**config.mk**
```make
export PLATFORM = sky130hd
export DESIGN_NAME = bus_arbiter
export DESIGN_NICKNAME = d
export VERILOG_FILES = /design/src/rtl/bus_arbiter.sv
export SDC_FILE = /design/constraint.sdc
export NUM_CORES = 1
export LEC_CHECK = 0
export ABC_AREA = 1
export ABC_CLOCK_PERIOD_IN_PS = 1600
export CAP_MARGIN = 30
export CORE_MARGIN = 2
export CORE_UTILIZATION = 48
export CTS_CLUSTER_SIZE = 24
export DETAILED_ROUTE_END_ITERATION = 6
export GPL_TIMING_DRIVEN = 0
export PLACE_DENSITY_LB_ADDON = 0.08
export SLEW_MARGIN = 20
export SYNTH_ARGS = -nofsm -noshare
export SYNTH_HDL_FRONTEND = slang
export SYNTH_SLANG_ARGS = --single-unit
```
**constraint.sdc**
```tcl
create_clock -name clk -period 1.6 [get_ports clk]
set_input_delay 0.24 -clock clk [delete_from_list [all_inputs] [get_ports clk]]
set_output_delay 0.24 -clock clk [all_outputs]
set_load 0.02 [all_outputs]
```
**src/rtl/bus_arbiter.sv**
```systemverilog
// bus_arbiter: two-master arbiter for the serial system bus.
// Grants one master at a time and latches its target slave select as a
// one-hot slave enable. The grant is held until tx_done, the owner drops its
// request, or TIMEOUT cycles pass. Then one RELEASE turnaround cycle follows.
// Optional macro ROUND_ROBIN_EN: when defined, IDLE ties go to the master that
// was not the last owner. When undefined, master 1 always wins ties.
module bus_arbiter #(
  parameter int TIMEOUT = 64,
  parameter int SLAVES  = 3
) (
  input  logic              clk,
  input  logic              reset,
  input  logic              m1_req,
  input  logic              m2_req,
  input  logic [1:0]        m1_slave_sel,
  input  logic [1:0]        m2_slave_sel,
  input  logic              tx_done,
  output logic              m1_grant,
  output logic              m2_grant,
  output logic [SLAVES-1:0] slave_en,
  output logic              bus_busy,
  output logic              timeout_err,
  output logic              sel_err
);

  localparam int             CW        = $clog2(TIMEOUT + 1);
  localparam logic [CW-1:0]  CNT_LIMIT = CW'(TIMEOUT - 1);
  localparam logic [CW-1:0]  CNT_MAX   = {CW{1'b1}};
  localparam logic [CW-1:0]  CNT_ONE   = CW'(1);
  localparam logic           OWNER_M1  = 1'b0;
  localparam logic           OWNER_M2  = 1'b1;

  typedef enum logic [1:0] {
    ST_IDLE    = 2'd0,
    ST_GRANT   = 2'd1,
    ST_RELEASE = 2'd2
  } state_t;

  state_t              state_r, state_s;
  logic [CW-1:0]       cnt_r, cnt_s;
  logic                last_owner_r, last_owner_s;
  logic                m1_grant_r, m1_grant_s;
  logic                m2_grant_r, m2_grant_s;
  logic [SLAVES-1:0]   slave_en_r, slave_en_s;
  logic                bus_busy_r, bus_busy_s;
  logic                timeout_err_r, timeout_err_s;
  logic                sel_err_r, sel_err_s;

  logic                m1_ok_s, m2_ok_s;
  logic                pick_m1_s, pick_m2_s;
  logic                tie_to_m2_s;
  logic                owner_req_s;
  logic [1:0]          win_sel_s;

  // A select is usable only when it addresses an existing slave.
  function automatic logic sel_valid(input logic [1:0] sel);
    return (int'(sel) < SLAVES);
  endfunction

  // One-hot decode of a slave index.
  function automatic logic [SLAVES-1:0] sel_onehot(input logic [1:0] sel);
    logic [SLAVES-1:0] oh;
    oh = '0;
    for (int i = 0; i < SLAVES; i++) begin
      oh[i] = (int'(sel) == i);
    end
    return oh;
  endfunction

`ifdef ROUND_ROBIN_EN
  // On a tie, prefer master 2 when master 1 owned the bus last.
  assign tie_to_m2_s = (last_owner_r == OWNER_M1);
`else
  // Fixed priority: master 1 always wins a tie; last owner is only tracked.
  logic unused_last_owner_s;
  assign unused_last_owner_s = last_owner_r;
  assign tie_to_m2_s = 1'b0;
`endif

  // Next-state and next-output logic for the arbitration FSM.
  always_comb begin
    state_s       = state_r;
    cnt_s         = cnt_r;
    last_owner_s  = last_owner_r;
    m1_grant_s    = m1_grant_r;
    m2_grant_s    = m2_grant_r;
    slave_en_s    = slave_en_r;
    timeout_err_s = 1'b0;
    sel_err_s     = 1'b0;
    m1_ok_s       = m1_req && sel_valid(m1_slave_sel);
    m2_ok_s       = m2_req && sel_valid(m2_slave_sel);
    pick_m2_s     = m2_ok_s && (!m1_ok_s || tie_to_m2_s);
    pick_m1_s     = m1_ok_s && !pick_m2_s;
    win_sel_s     = pick_m2_s ? m2_slave_sel : m1_slave_sel;
    owner_req_s   = m1_grant_r ? m1_req : m2_req;

    case (state_r)
      ST_IDLE: begin
        sel_err_s = (m1_req && !m1_ok_s) || (m2_req && !m2_ok_s);
        if (pick_m1_s || pick_m2_s) begin
          state_s    = ST_GRANT;
          m1_grant_s = pick_m1_s;
          m2_grant_s = pick_m2_s;
          slave_en_s = sel_onehot(win_sel_s);
          cnt_s      = '0;
        end else begin
          m1_grant_s = 1'b0;
          m2_grant_s = 1'b0;
          slave_en_s = '0;
        end
      end
      ST_GRANT: begin
        if (tx_done || !owner_req_s || (cnt_r == CNT_LIMIT)) begin
          state_s       = ST_RELEASE;
          m1_grant_s    = 1'b0;
          m2_grant_s    = 1'b0;
          slave_en_s    = '0;
          cnt_s         = '0;
          last_owner_s  = m2_grant_r ? OWNER_M2 : OWNER_M1;
          // Only reachable reason left once tx_done and abort are excluded.
          timeout_err_s = !tx_done && owner_req_s;
        end else begin
          cnt_s = (cnt_r == CNT_MAX) ? cnt_r : (cnt_r + CNT_ONE);
        end
      end
      ST_RELEASE: begin
        state_s    = ST_IDLE;
        m1_grant_s = 1'b0;
        m2_grant_s = 1'b0;
        slave_en_s = '0;
      end
      default: begin
        state_s    = ST_IDLE;
        cnt_s      = '0;
        m1_grant_s = 1'b0;
        m2_grant_s = 1'b0;
        slave_en_s = '0;
      end
    endcase

    bus_busy_s = (state_s != ST_IDLE);
  end

  // State, counter and registered outputs, with synchronous reset.
  always_ff @(posedge clk) begin
    if (reset) begin
      state_r       <= ST_IDLE;
      cnt_r         <= '0;
      last_owner_r  <= OWNER_M2;
      m1_grant_r    <= 1'b0;
      m2_grant_r    <= 1'b0;
      slave_en_r    <= '0;
      bus_busy_r    <= 1'b0;
      timeout_err_r <= 1'b0;
      sel_err_r     <= 1'b0;
    end else begin
      state_r       <= state_s;
      cnt_r         <= cnt_s;
      last_owner_r  <= last_owner_s;
      m1_grant_r    <= m1_grant_s;
      m2_grant_r    <= m2_grant_s;
      slave_en_r    <= slave_en_s;
      bus_busy_r    <= bus_busy_s;
      timeout_err_r <= timeout_err_s;
      sel_err_r     <= sel_err_s;
    end
  end

  assign m1_grant    = m1_grant_r;
  assign m2_grant    = m2_grant_r;
  assign slave_en    = slave_en_r;
  assign bus_busy    = bus_busy_r;
  assign timeout_err = timeout_err_r;
  assign sel_err     = sel_err_r;

endmodule

```
# Yosys cells after proc, flatten, opt, wreduce, memory -nomap -nowiden
# Index checks and enable logic that the tools add are counted.
# W data, S select, Z words.
# totals
register_bits	17
inputBits	9
output_inout_bits	8
# classes
n_addsub	1
n_lt_le_gt_ge	2
eq_ne	9
muxes	17
bitwise_logic	4
n_reduce_logical	22
# ops
operator	n
$mux W7	3
$pmux W7 S3	1
$add A7 B1 Y7 const B	1
$eq A7 B6 Y1 const B	1
$eq A7 B7 Y1 const B	1
$logic_and A1 B1 Y1	7
$eq A2 B2 Y1 const B	3
$mux W2	3
$mux W3	2
$pmux W3 S2	1
$logic_not A1 Y1	5
$logic_not A2 Y1	2
$logic_or A1 B1 Y1	4
$lt A2 B2 Y1 const B	2
$mux W1	4
$ne A2 B2 Y1 const B	2
$not A1 Y1	4
$pmux W1 S2	2
$pmux W2 S2	1
$ne A3 B3 Y1 const B	1
$reduce_and A3 Y1	1
$reduce_or A3 Y1	1
$eq A2 B1 Y1 const B	1
$reduce_bool A2 Y1	1
$reduce_or A2 Y1	1

# Longest topological paths before layout
# Gate-level depths: netlist of the first run.
# depth
depth_word	10
ltp_mapped	9

# Worst setup path before layout of the first run
# No wires, ideal clock.
# synth_timing
kind	register to register
from	register cnt_r[0]
to	register cnt_r[0]
setup_ns	0.114
arrival_ns	1.130
t_required_ns	1.486
path_slack_ns	0.357
path_stages_with_launch	9
path_buffers	0
period_less_slack_ns	1.243
cell_sequence	dfxtp_1 > ha_1 > nand3_2 > nor2_2 > nand3_2 > nand2_4 > nand2_1 > nand2_1 > nor2_1
# synth_between
elab_chain_len	4
word_cells_on_any_way	9
classes_between	1 x add/sub; 3 x eq/ne; 3 x mux; 2 x reduce/logical
# synth_lines
element	line_no	text
start: declaration	40	logic [CW-1:0] cnt_r, cnt_s;
start signal: assignment	158	cnt_r <= cnt_s;
$add A7 B1 Y7 or $eq A7 B6 Y1 (tied branches)	123, 113	
$mux W7 or $logic_or A1 B1 Y1 (tied branches)	123, 113	
$mux W7 or $ne A3 B3 Y1 (tied branches)	n/a	
$pmux W7 S3 or $reduce_and A3 Y1 (tied branches)	n/a	
# Several ways; a longest one is shown, not always the timed one. The select of a mux whose other input is x is not followed.
# A chain may end at the register's enable or synchronous reset.

# Worst setup path in the final report of the first run
# layout_timing
from	register m2_grant_r, in the netlist m2_grant
to	output m2_grant
# layout_lines
element	line_no	text
start: declaration	43	logic m2_grant_r, m2_grant_s;
start signal: assignment	161	m2_grant_r <= m2_grant_s;
end: declaration	19	output logic m2_grant,
# No word-level cell between the ends.

==> results of run 1 <==
[worst max-delay path by stage]
stage	depth (start not counted)	slack (ns)	endpoint	start
finish	1	0.12	m2_grant	m2_grant$_SDFFE_PP0P_
global route	1	0.06	m2_grant	m2_grant$_SDFFE_PP0P_
CTS	1	0.0005	m1_grant	m1_grant$_SDFFE_PP0P_
detailed placement	10	-0.10	cnt_r[0]$_SDFFE_PP0P_	m1_slave_sel[0]
global placement	10	-0.05	cnt_r[0]$_SDFFE_PP0P_	m1_req
floorplan	8	0.36	cnt_r[0]$_SDFFE_PP0P_	cnt_r[0]$_SDFFE_PP0P_
[placed cells by master (no fill, tap or decap), types with 3 or more instances in the layout]
master / count
o21ai_0: 3
nand3b_1: 3
a21oi_1: 8
clkdlybuf4s50_1: 14
nor2_2: 4
inv_1: 20
nor2_1: 12
nand3_1: 14
nand2_1: 43
nand2_2: 5
clkbuf_4: 3
dfxtp_1: 17
[state kept, by name, summed over array words and instances (netlist names)]
| register | cells |
|---|---|
| bus_busy | 1 |
| cnt_r | 7 |
| m1_grant | 1 |
| m2_grant | 1 |
| sel_err | 1 |
| slave_en | 3 |
| state_r | 2 |
| timeout_err | 1 |
[layer usage]
| metal | track usage (%) | wire, um |
|---|---|---|
| met1 | 25.45 | 905 |
| met2 | 30.79 | 926 |
| met3 | 7.037 | 77 |
| met4 | 4.865 | 15 |
| met5 | 0 | 0 |
[power groups by stage]
| stage | Sequential [mW] | Clock (mW) | Combinational, mW |
|---|---|---|---|
| floorplan | 0.482 | 0 | 0.113 |
| global placement | 0.469 | 0 | 0.191 |
| detailed placement | 0.470 | 0 | 0.197 |
| CTS | 0.460 | 0.241 | 0.197 |
| global route | 0.463 | 0.257 | 0.220 |
| finish | 0.460 | 0.226 | 0.196 |
[cells by family after synthesis]
kind of cell | synth area share [%]
and+or+nand+nor | 42.95
xor gates and xnor gates | 1.862
buffers and inverters | 9.307
DFF | 36.17
AOI/OAI and AO/OA | 8.378
adders and majority gates | 1.330
[final cells by class]
type	instances	area [um2]	area share, %
Tap cell	27	33.78	2.928
Inverter	22	82.58	7.158
Buffer	1	5.005	0.4338
Timing Repair Buffer	15	152.6	13.23
Sequential cell	17	340.3	29.50
Multi-Input combinational cell	103	513.0	44.47
Clock buffer	4	26.28	2.278
[through the flow]
stage / power [mW] / setup TNS, ns / instance area (um2) / hold WS, ns / std cells
3_5_place_dp: 0.6663 / -0.4735 / 1125 / 0.4542 / 185
3_3_place_gp: 0.6598 / -0.1646 / 1125 / 0.4480 / 185
6_report: 0.8819 / 0 / 1154 / 0.2218 / 189
2_1_floorplan: 0.5950 / 0 / 940.9 / 0.3855 / 143
4_1_cts: 0.8979 / 0 / 1151 / 0.2088 / 189
5_1_grt: 0.9401 / 0 / 1154 / 0.2249 / 189
==> key figures, run 1 <==
Status
  – Status: complete, no violations

Logic synthesis
  – Post-Syn Area: 940.9 um2
  – FFs w/ async S/R, synth: 0%
  – Number of flops mapped to enable cells by yosys: 0
  – FF+latch count, synth: 17
  – Mean Syn Cell Area: 6.580 um2
  – Most common library cells after synthesis: nand2_1 (43), inv_1 (20), dfxtp_1 (17), nand3_1 (14), nor2_1 (12)
  – Top cell type's share of synthesized area: 36.17%
  – Synthesized instance count: 143
  – Primary FF master, synth: dfxtp_1
  – Largest cells by area after synthesis: dfxtp_1 (36%), nand2_1 (17%), inv_1 (8.0%)
  – Ys Warns: 0
  – Post-Syn Nets: 153
  – Yosys cell types: 21
  – Most frequent cell after synthesis: nand2_1
  – Cell taking the most area after synthesis: dfxtp_1
  – Post-synthesis sequential area ratio: 36.17%

Place
  – IO buf count: 15
  – DP HPWL: 1569 um
  – Place WS: -0.1015 ns
  – RD Place Congestion: 0.8456

Timing
  – Worst-Margin Slew: 0.2518 ns
  – Worst setup slack after layout: 0.1214 ns
  – Max Slew Vio Count: 0
  – Layout Skew: 0.001474 ns
  – Final Hold Fails: 0
  – Final Setup Violations: 0
  – Unrepaired setup endpoints after global routing: false
  – F_max: 0.6763 GHz
  – Final period util: 92.41%
  – Minimum clock period: 1.479 ns
  – Slew headroom: 83.19%

Floorplanning
  – Row Count: 16
  – Total Die Area: 2330 um2
  – Die Y: 48.28 um
  – IO Pins: 17
  – Core Area: 1902 um2
  – Die W: 48.28 um
  – Initial core utilization: 49.47%

Critical path
  – CP max FO: 2
  – Crit Path Class: reg -> out
  – Reg2reg end: cnt_r[0]$_SDFFE_PP0P_
  – CP top delay family: buffers and inverters
  – Slowest CP cell: clkdlybuf4s50_1
  – FF-to-FF setup slack: 0.20 ns
  – CP cell instances: clkdlybuf4s50_1
  – RR Startpoint: cnt_r[0]$_SDFFE_PP0P_
  – Worst path bufs/invs: 1
  – Reg2reg path depth: 8
  – Critical path launch point type: register
  – Worst path max stage delay: 0.60 ns
  – WP data arrival: 1.24 ns
  – Setup crit end kind: primary output
  – Data required, critical path: 1.36 ns

Layout
  – Final core occ: 60.66%
  – Final #Nets: 173
  – Fill cells: 179
  – Inserted Diodes: 0
  – Share of layout cells above drive strength 1: 12.35%
  – Layout area overhead: 22.61%

Global route
  – Largest net degree at the start of global routing: 10
  – Vias in the first global route: 783
  – Initial antenna violation count: 0
  – Global-route wire length before repair: 3153 um
  – Total grt overflow: 0
  – Total track usage: 19.56%

Power
  – Pwr dens: 764.4 nW/um2
  – Register share of total power: 52.2%
  – Sw Ratio: 29.66%
  – Pint: 0.6203 mW
  – Combinational power share: 22.2%
  – Lkg Pwr: 0.5341 nW
  – Clk pwr share: 25.6%
  – Psw: 0.2616 mW
  – Peak VDD IR: 0.5767 mV

Clock tree
  – Clk slew on worst S/H paths: 0.09 ns
  – Total setup buffers inserted after CTS: 0
  – CTS Root Cell: clkbuf_4
  – PostCTS Resize Cnt: 0
  – # clock sinks: 17
  – CTS Buf Count: 3
  – CTS tree: built
  – Max Buffers Root-to-Sink: 2
  – H-tree levels: 1
  – Hold-fix buffers at CTS: 0
  – Skew-Pair Late Insertion Delay: 0.29 ns

Min path
  – Hold crit path type: in -> reg
  – Hold path depth: 2
  – Hold EP: cnt_r[4]$_SDFFE_PP0P_
  – Hold Crit Start: reset

Job
  – Max-cap violations: 0

Routing
  – DRC viols: 0
  – Antenna-violating nets left: 0
  – Starting DRT DRC Count: 18
  – Routed via count: 909
  – Wire per inst: 10.19 um
  – First-pass iteration count of the detailed router: 4
  – WL final: 1925 um
  – Vias per inst: 4.810
Power figures use the tool's default switching activity.
==> run 2: changes to the inputs <==
--- a/config.mk
+++ b/config.mk
@@ -8,9 +8,9 @@
 export ABC_AREA = 1
 export ABC_CLOCK_PERIOD_IN_PS = 1600
 export CAP_MARGIN = 30
+export CORE_ASPECT_RATIO = 0.7
 export CORE_MARGIN = 2
 export CORE_UTILIZATION = 48
-export CTS_CLUSTER_SIZE = 24
 export DETAILED_ROUTE_END_ITERATION = 6
 export GPL_TIMING_DRIVEN = 0
 export PLACE_DENSITY_LB_ADDON = 0.08
==> run 2 against run 1 <==
Against the previous run: design area shrank 0.43%; final cell count fell by 2.6%; worst setup slack got worse by 0.018 ns; via count is 1.3% lower; sequential share of layout area grew 0.13 points; critical path type unchanged; critical endpoint is now slave_en[0]; largest cell class unchanged; highest routed layer unchanged.
==> key figures, run 2 (synthesized netlist as in run 1, its figures left out) <==
Timing
  – Minimum clock period: 1.497 ns
  – Unrepaired setup endpoints after global routing: false
  – Final period util: 93.53%
  – Final Setup Violations: 0
  – Final Hold Fails: 0
  – Setup_tns: 0 ns
  – Max Slew Vio Count: 0
  – Worst setup slack after layout: 0.1035 ns
  – F_max: 0.6682 GHz
  – Layout Skew: 0.003119 ns
  – Slew headroom: 81.17%
  – Worst-Margin Slew: 0.2821 ns

Status
  – Status: complete, no violations

Layout
  – Layout area overhead: 22.07%
  – Cell area after layout: 1149 um2
  – Commonest non-fill, non-tap cells in the layout: nand2_1 (43), inv_1 (20), dfxtp_1 (17), nand3_1 (14), clkdlybuf4s50_1 (14)
  – Share of layout cells above drive strength 1: 12.96%
  – Max reg flops: 7
  – Final #Nets: 173
  – Top reg by flops: cnt_r
  – Fill cells: 175
  – Commonest non-fill, non-tap cell in the layout: nand2_1
  – Inserted Diodes: 0

Floorplanning
  – IO Pins: 17
  – Total Die Area: 2336 um2
  – Initial core utilization: 50.74%
  – Die Y: 41.04 um
  – Core Area: 1854 um2
  – Die W: 56.92 um
  – Row Count: 13

Global route
  – Largest net degree at the start of global routing: 11
  – Global-route wire length before repair: 2911 um
  – Vias in the first global route: 678
  – Total track usage: 17.43%
  – Total grt overflow: 0
  – Initial antenna violation count: 0

Routing
  – Routed via count: 897
  – Wire per inst: 10.21 um
  – Antenna-violating nets left: 0
  – WL final: 1879 um
  – DRC viols: 0
  – Starting DRT DRC Count: 26
  – Vias per inst: 4.875
  – First-pass iteration count of the detailed router: 4

Critical path
  – Data required, critical path: 1.36 ns
  – WP data arrival: 1.26 ns
  – CP top delay family: buffers and inverters
  – CP cell instances: clkdlybuf4s50_1
  – Slowest CP cell: clkdlybuf4s50_1
  – Critical path launch point type: register
  – Worst path bufs/invs: 1
  – CP max FO: 2
  – Worst path max stage delay: 0.61 ns
  – Setup crit end kind: primary output
  – Crit Path Class: reg -> out

Clock tree
  – # clock sinks: 17
  – Total setup buffers inserted after CTS: 0
  – CTS Buf Count: 3
  – Skew-Pair Late Insertion Delay: 0.29 ns
  – Max Buffers Root-to-Sink: 2
  – Clk slew on worst S/H paths: 0.10 ns
  – CTS Root Cell: clkbuf_4
  – CTS tree: built
  – H-tree levels: 1
  – Hold-fix buffers at CTS: 0

Place
  – DP HPWL: 1489 um
  – IO buf count: 15
  – Place WS: -0.08376 ns
  – Dpl cell area: 1119 um2
  – RD Place Congestion: 0.7501

Power
  – Peak VDD IR: 0.5618 mV
  – Pwr dens: 775.1 nW/um2
  – Lkg Pwr: 0.5369 nW

Job
  – Max-cap violations: 0

Min path
  – Hold crit path type: in -> reg
[run 2: final cells by class]
type,instances,area [um2],area share [%]
multi-input cells,103,513.0,44.66
flip-flops and latches,17,340.3,29.63
repair buffers,15,152.6,13.29
inverters,22,82.58,7.190
well taps,22,27.53,2.397
clock buffers,3,22.52,1.961
clock inverters,1,5.005,0.4357
plain buffers,1,5.005,0.4357
[run 2: power breakdown]
group | total (mW) | switching (mW) | internal (mW)
Combinational | 0.195 | 0.118 | 0.0777
Sequential | 0.460 | 0.0143 | 0.446
Clock | 0.235 | 0.142 | 0.0931
Total | 0.890 | 0.274 | 0.616
[run 2: routing by layer]
| metal | track usage, % | share of wire (%) | vias to the layer above |
|---|---|---|---|
| met5 | 0 | 0 | - |
| met1 | 23.05 | 52 | 380 |
| met3 | 6.625 | 7.9 | 2 |
| met2 | 26.72 | 40 | 29 |
| met4 | 5.233 | 0.80 | 0 |
| li1 | - | - | 486 |
[run 2: per-stage QoR]
stage / util, % / power (mW) / hold WS (ns) / std cells
after detailed placement: 60.32 / 0.6651 / 0.4557 / 180
after floorplan: - / 0.5950 / 0.3855 / 143
after global routing: 61.94 / 0.9416 / 0.2215 / 184
final: 61.94 / 0.8903 / 0.2100 / 184
after CTS: 61.81 / 0.8991 / 0.2057 / 184
after global placement: 60.32 / 0.6612 / 0.4493 / 180
[run 2: path summary, 6_finish.rpt]
kind | start | to | slack [ns] | cells after the start
setup / recovery | slave_en[0]$_SDFFE_PP0P_ | slave_en[0] | 0.10 | 1
hold / removal | reset | cnt_r[4]$_SDFFE_PP0P_ | 0.21 | 2
setup reg to reg | cnt_r[0]$_SDFFE_PP0P_ | cnt_r[1]$_SDFFE_PP0P_ | 0.20 | 8
hold reg to reg | slave_en[2]$_SDFFE_PP0P_ | slave_en[2]$_SDFFE_PP0P_ | 0.47 | 2
[run 2: repair_timing]
action,in CTS,in global routing
endpoints found under the hold margin,0,0
setup endpoints to repair,0,1
resized for setup,0,1
==> run 3: changes to the inputs <==
--- a/config.mk
+++ b/config.mk
@@ -14,7 +14,7 @@
 export DETAILED_ROUTE_END_ITERATION = 6
 export GPL_TIMING_DRIVEN = 0
 export PLACE_DENSITY_LB_ADDON = 0.08
-export SLEW_MARGIN = 20
+export SLEW_MARGIN = 30
 export SYNTH_ARGS = -nofsm -noshare
 export SYNTH_HDL_FRONTEND = slang
 export SYNTH_SLANG_ARGS = --single-unit
==> results of run 3 <==
The final DEF is identical to that of run 2; final timing and power are the same.
